--- src/rtl/muldiv_seq.sv ---
// muldiv_seq: multi-cycle unsigned MUL/DIVU/REMU sequencer that borrows the shared ALU for every add/subtract
// Ports:
//   clk, rstn          clock (rising edge), asynchronous active-low reset
//   start, op, a, b    request (sampled only in IDLE); op 00 MUL, 01 DIVU, 10 REMU, 11 reserved
//   busy, done, result busy while RUN/DONE, one-cycle done pulse, registered result
//   alu_a, alu_b,      operands and op code driven to the shared ALU (idle: 0, 0, ALU_ADD)
//   alu_op, alu_result combinational ALU result returned in the same cycle
module muldiv_seq #(
    parameter int          XLEN    = 32,
    parameter logic [3:0]  ALU_ADD = 4'b0000,
    parameter logic [3:0]  ALU_SUB = 4'b0001
) (
    input  logic            clk,
    input  logic            rstn,
    input  logic            start,
    input  logic [1:0]      op,
    input  logic [XLEN-1:0] a,
    input  logic [XLEN-1:0] b,
    output logic            busy,
    output logic            done,
    output logic [XLEN-1:0] result,
    output logic [XLEN-1:0] alu_a,
    output logic [XLEN-1:0] alu_b,
    output logic [3:0]      alu_op,
    input  logic [XLEN-1:0] alu_result
);
    localparam int CW = $clog2(XLEN);

    typedef enum logic [1:0] {IDLE, RUN, DONE} state_t;

    state_t          state, state_nx;
    // acc: MUL accumulator / division remainder
    // bop: shifting multiplicand / divisor
    // q:   multiplier (shifted right) / quotient (shifted left)
    logic [XLEN-1:0] acc, bop, q, acc_nx, bop_nx, q_nx, result_nx;
    logic [CW-1:0]   cnt, cnt_nx;
    logic [1:0]      op_q, op_q_nx;
    logic [XLEN:0]   s;
    logic            ge;

    // Restoring division step: shift the next dividend bit into the partial remainder
    // and compare at 33 bits so divisors above 2^31 are handled correctly.
    assign s    = {acc, q[XLEN-1]};
    assign ge   = s >= {1'b0, bop};
    assign busy = state != IDLE;
    assign done = state == DONE;

    always_comb begin
        state_nx  = state;
        acc_nx    = acc;
        bop_nx    = bop;
        q_nx      = q;
        cnt_nx    = cnt;
        op_q_nx   = op_q;
        result_nx = result;
        alu_a     = '0;
        alu_b     = '0;
        alu_op    = ALU_ADD;
        case (state)
            IDLE: begin
                if (start) begin
                    op_q_nx = op;
                    if (op == 2'b11) begin
                        state_nx  = DONE;
                        result_nx = '0;
                    end else if (op != 2'b00 && b == '0) begin
                        state_nx  = DONE;
                        result_nx = op == 2'b01 ? '1 : a;
                    end else begin
                        state_nx = RUN;
                        acc_nx   = '0;
                        bop_nx   = b;
                        q_nx     = a;
                        cnt_nx   = '0;
                    end
                end
            end
            RUN: begin
                if (op_q == 2'b00) begin
                    alu_a  = acc;
                    alu_b  = bop;
                    acc_nx = q[0] ? alu_result : acc;
                    bop_nx = bop << 1;
                    q_nx   = q >> 1;
                end else begin
                    alu_a  = s[XLEN-1:0];
                    alu_b  = bop;
                    alu_op = ALU_SUB;
                    acc_nx = ge ? alu_result : s[XLEN-1:0];
                    q_nx   = {q[XLEN-2:0], ge};
                end
                cnt_nx = cnt + 1'b1;
                if (cnt == CW'(XLEN - 1)) begin
                    state_nx  = DONE;
                    result_nx = op_q == 2'b01 ? q_nx : acc_nx;
                end
            end
            DONE:    state_nx = IDLE;
            default: state_nx = IDLE;
        endcase
    end

    always_ff @(posedge clk or negedge rstn) begin
        if (!rstn) begin
            state  <= IDLE;
            acc    <= '0;
            bop    <= '0;
            q      <= '0;
            cnt    <= '0;
            op_q   <= '0;
            result <= '0;
        end else begin
            state  <= state_nx;
            acc    <= acc_nx;
            bop    <= bop_nx;
            q      <= q_nx;
            cnt    <= cnt_nx;
            op_q   <= op_q_nx;
            result <= result_nx;
        end
    end
endmodule

--- config.mk ---
export PLATFORM = sky130hd
export DESIGN_NAME = muldiv_seq
export DESIGN_NICKNAME = d
export VERILOG_FILES = /design/src/rtl/muldiv_seq.sv
export SDC_FILE = /design/constraint.sdc
export NUM_CORES = 1
export LEC_CHECK = 0
export BUFFER_PORTS_ARGS = -buffer_cell sky130_fd_sc_hd__buf_2
export CAP_MARGIN = 15
export CORE_AREA = 2 2 149 151
export DETAILED_ROUTE_END_ITERATION = 8
export DIE_AREA = 0 0 151 153
export PLACE_DENSITY_LB_ADDON = 0.3
export SLEW_MARGIN = 10
export SYNTH_ARGS = -nofsm -noshare
export SYNTH_HDL_FRONTEND = slang
export SYNTH_SLANG_ARGS = --single-unit
--- constraint.sdc ---
create_clock -name clk -period 4.73 [get_ports clk]
set_clock_uncertainty 0.05 [all_clocks]
set_input_delay 0.473 -clock clk [delete_from_list [all_inputs] [get_ports clk]]
set_output_delay 0.473 -clock clk [all_outputs]
set_load 0.005 [all_outputs]
* Yosys cells after proc, flatten, opt, wreduce, memory -nomap -nowiden
Cells that the tools add are included.
Storage, ports and cells: flip-flop bits (word level) 137, bits of input ports 101, output and inout bits 102
Cells by class: $add $sub $neg 1, $lt $le $gt $ge 1, equality and inequality tests 12, multiplexer cells 38, reduce and logical (&&, ||, !) cells 12
Operator list (number):
- 32-bit 2-to-1 mux | 23
- 32-bit case mux with 2 select lines | 4
- 33-bit by 32-bit >= comparator with 1-bit output | 1
- 32-bit logical NOT | 1
- 5-bit 2-to-1 mux | 3
- 2-bit inequality test, second input constant | 5
- 5-bit case mux with 2 select lines | 1
- 2-bit 2-to-1 mux | 4
- 4-bit AND reduction | 2
- 2-bit by 1-bit equality test with 1-bit output, second input constant | 3
- 2-bit nonzero test | 3
- 5-bit by 1-bit adder with 5-bit output, second input constant | 1
- 5-bit equality test, second input constant | 1
- 5-bit AND reduction | 1
- 2-bit equality test, second input constant | 2
- 2-bit logical NOT | 2
- 2-bit case mux with 2 select lines | 1
- 2-bit AND reduction | 2
- 3-bit inequality test, second input constant | 1
- 1-bit 2-to-1 mux | 2
- 1-bit logical AND | 1

* Logic depth before layout (Yosys ltp)
depth after elaboration 6, mapped depth 12, gate-level depth less buffers 10

* Least setup slack after synthesis
Ideal clock, no wire load.
path kind reg2reg, from reg acc[30], to reg acc[18], library setup time 0.122 ns, arrival 2.436 ns, setup slack 2.123 ns, stages on the path, launching flop included 9, path buffers 1, path through dfrtp_1 -> ha_1 -> nand4b_4 -> or4_4 -> o41ai_2 -> or2_4 -> clkbuf_1 -> o21ai_0 -> a32o_1
Between the ends: longest elaborated chain between the ends 4
Ends and longest elaborated chain:
- start: declaration | line 35 | logic [XLEN-1:0] acc, bop, q, acc_nx, bop_nx, q_nx, result_nx;
- start signal: assignment | line 114 | acc <= acc_nx;
- 33-bit by 32-bit >= comparator with 1-bit output | line 44 | assign ge = s >= {1'b0, bop};
- 32-bit 2-to-1 mux | line 89 | acc_nx = ge ? alu_result : s[XLEN-1:0];
- 32-bit 2-to-1 mux | line 79 | if (op_q == 2'b00) begin
- 32-bit case mux with 2 select lines | line 59 | case (state)
Every way passes these cells. A chain may end at the register's enable or synchronous reset.

* Worst setup path after layout
from reg acc[30], to reg result[30]
Between the ends: longest elaborated chain between the ends 6, elaborated cells between the ends (all ways) 7, classes of those cells 1 x order compare; 6 x mux
Ends and longest elaborated chain:
- 33-bit by 32-bit >= comparator with 1-bit output | line 44
- 32-bit 2-to-1 mux | line 89
- 32-bit 2-to-1 mux (*) | line 79
- 32-bit 2-to-1 mux (*) | line 95 | result_nx = op_q == 2'b01 ? q_nx : acc_nx;
- 32-bit 2-to-1 mux (*) | line 93 | if (cnt == CW'(XLEN - 1)) begin
- 32-bit case mux with 2 select lines (*) | line 59
- end signal: assignment | line 119 | result <= result_nx;
- end: declaration | line 21 | output logic [XLEN-1:0] result,
Every way passes the cells marked *; elsewhere a longest branch is shown, timed or not. The select of a mux whose other input is x is not followed.

==> summary.md <==
| Metric | Value |
|---|---|
| Leakage | 4.877 nW |
| Worst Path Buf+Inv | 0 |
| Total grt overflow | 0 |
| Yosys reg bits | 137 |
| Crit end category | flip-flop |
| R2R setup slack | 1.17 ns |
| Clk sinks | 137 |
| DR vias/cell | 5.894 |
| Worst VDD drop | 0.0005199 V |
| Nets@finish | 1496 |
| First-pass GRT wire length | approximately 49 mm |
| TritonCTS clock tree | done |
| Syn Area/Cell | 7.573 sq um |
| GRT Resource Usage Total | a little over a quarter |
| PnR worst setup slack | 1.171 ns |
| Slew at the pin closest to its max-slew limit | 1.209 ns |
| CP top delay family | simple AND/OR/NAND/NOR gates |
| Achievable Freq | 281.0 MHz |
| EDFF count, synth | 0 |
| Max_cap viols | 0 |
| Relative slew slack | 19.39% |
| Count of pins over their slew limit | 0 |
| Tmin final | between 3 and 4 ns |
| Post-CTS Hold Fix Bufs | 0 |
| Most frequent cells after synthesis | 206 x nand2_1, 180 x nor2_1, 178 x a21oi_1 |
| Clock Tree Buf Depth | 2 |
| Largest net degree at the start of global routing | around 110 |
| Routed via count | 9760 |
| Critical path's largest stage delay | 0.67 ns |
| Die H | 153 um |
| Drt wl/cell | 18.88 um |
| Predominant post-synthesis flop cell | dfrtp_1 |
| Hold crit path type | primary input to asynchronous set/reset pin |
| RR Endpoint | result[30] |
| Post-DP HPWL | roughly 21 mm |
| Drt pass-1 iters | 5 |
| Dpl ws | approximately 1.3 ns |
| CP Class | flip-flop to flip-flop |
| Final hold slack | 0.1046 ns |
| Final worst-path cycle share | approximately three quarters |
| Initial detailed-routing violation count | about 870 |
| Antenna violations before repair | 4 |
| Yosys top cell by area | dfrtp_1 |
| Crit path launch type | flip-flop |
| Setup TNS | 0 ns |
| Area of the core | between 20000 and 25000 sq um |
| Max Fanout on Critical Path | 64 |
| Worst r2r src | acc[30] |
| RSZ-0062 raised after global routing | false |
| Cell area after synthesis | 9269 sq um |
| Postcts setup bufs | 0 |
| P&R area growth vs syn | 18.78% |
| Yosys Warn Count | 0 |
| Sequential area share after synthesis | 36.99% |
| Share of flip-flops with an asynchronous set or reset | 100.0% |
| Worst Reg-to-Reg Cells | 8 |
| Ranking of synthesized cells by area | dfrtp_1 37%, a21oi_1 9.6%, nand2_1 8.3%, nor2_1 7.3%, o21ai_0 4.8% |
| Mapped Cells | 1224 |
| H-tree Lvls | 4 |
| CP Cell Sequence | ha_1, nand4b_4, or4_4, o41ai_2, or2_4, or2_4, o2111ai_1, a31oi_1 |
| Residual DRC | 0 |
| Final Hold Vio Count | 0 |
| Cell Pwr Density | 823.1 nW/um^2 |
| Status | finished, final reports clean |
| Ratio of cells with drive above 1 in the final layout | about a fifth |
| Most common cell on crit path | or2_4 |
| Yosys cell types | 49 |
| GPL Wtd Cong | 0.8337 |
| Die width | 151 um |
| Number of buffers created by CTS | 17 |
| Full die area | 23100 sq um |
| Final ANT Viol Nets | 0 |
| Max stage delay cell, worst path | or2_4 |
| Crit path required time | 5.02 ns |
| Overall Power | 0.009062 W |
| Routed Wire Length | 31.27 mm |
| I/O Buffers | 199 |
| Top Ports | 203 |
| Vias in the first global route | around 9000 |
| Share of the synthesized area in the top cell type | 36.99% |
| Post-CTS Resized | 0 |
| Root buffer cell | clkbuf_16 |
| Top-count cell post-synth | nand2_1 |
| FILL cells | 2138 |
| Starting Density | 43.14% |
| Worst Path Arrival | 3.85 ns |
| Final core occ | between 50% and 60% |
| Finish-stage setup viols | 0 |
| Clock Latency Late Sink | 0.43 ns |
| Rows | between 50 and 60 |
| Clock Pin Slew Worst Setup and Hold Paths | 0.06 ns |
==> power breakdown <==
| group | internal (W) | total (W) | leakage, nW | switching, W |
|---|---|---|---|---|
| registers | 0.00177 | 0.00246 | 1.63 | 0.000688 |
| clock network | 0.000923 | 0.00147 | 0.301 | 0.000542 |
| logic | 0.00200 | 0.00513 | 2.94 | 0.00313 |
==> worst reg2reg max path, delay by kind of cell (launching register included) <==
kind	cells	cell delay, ns
flops	1	0.45
simple gates	4	1.78
fa+ha+maj	1	0.37
compound gates	3	0.83
==> sequential cells by signal (all words and copies together) (netlist names) <==
signal,cells
acc,32
bop,32
cnt,5
op_q,2
q,32
result,32
state,2
==> cell families (layout without fill, tap and decap cells) <==
logic type                 count (synthesis)  in the layout  share of synthesized area [%]
DFF                                      137            137                          36.99
adders and majority gates                 34             34                          4.590
muxes                                     33             33                          3.591
other                                      1              5                        0.04046
AOI/OAI and AO/OA                        429            429                          27.90
buffers and inverters                    137            285                          6.479
and+or+nand+nor                          452            452                          20.32
xor gates and xnor gates                   1              1                        0.09451
==> how the worst max path moves through the flow <==
stage                 start    endpoint  slack [ns]  depth (start not counted)
floorplan           acc[30]     acc[18]        2.12                          8
global placement    acc[25]  result[30]        1.28                          8
detailed placement  acc[25]  result[30]        1.25                          8
CTS                 acc[30]  result[30]        1.22                          8
global route        acc[30]  result[31]        0.97                          8
finish              acc[30]  result[30]        1.17                          8
==> routing by layer <==
layer	track usage [%]	vias to the layer above	share of wire, %
met5	0	-	0.12
met4	6.053	6	1.2
met3	7.104	34	10
met2	38.07	484	43
met1	41.05	4643	46
li1	-	4593	-
==> metrics by stage <==
stage                     cells  cell area [sq um]
final                      1656              11010
after global routing       1654              11000
after floorplan            1226               9276
after detailed placement   1621              10340
after CTS                  1653              10980
after global placement     1621              10340
==> final cells by class <==
type                       instances  area [sq um]  area share [%]
inverter                          36         135.1           1.227
timing repair buffer             217          1170           10.63
clock buffer                      21         470.5           4.273
antenna                            2         5.005         0.04546
multi-input combinational        952          5281           47.97
clock inverter                    11         168.9           1.534
tap                              280         350.3           3.182
sequential                       137          3428           31.14
==> cell usage in the layout, fill, tap and decap left out, types with 29 or more instances in the layout <==
master,count
a21oi_1,178
a31oi_1,32
buf_2,198
dfrtp_1,137
ha_1,34
inv_1,35
mux2i_1,31
nand2_1,206
nor2_1,177
o211ai_1,33
o21ai_0,88
or2_2,29
(Power assumes the default switching activity.)
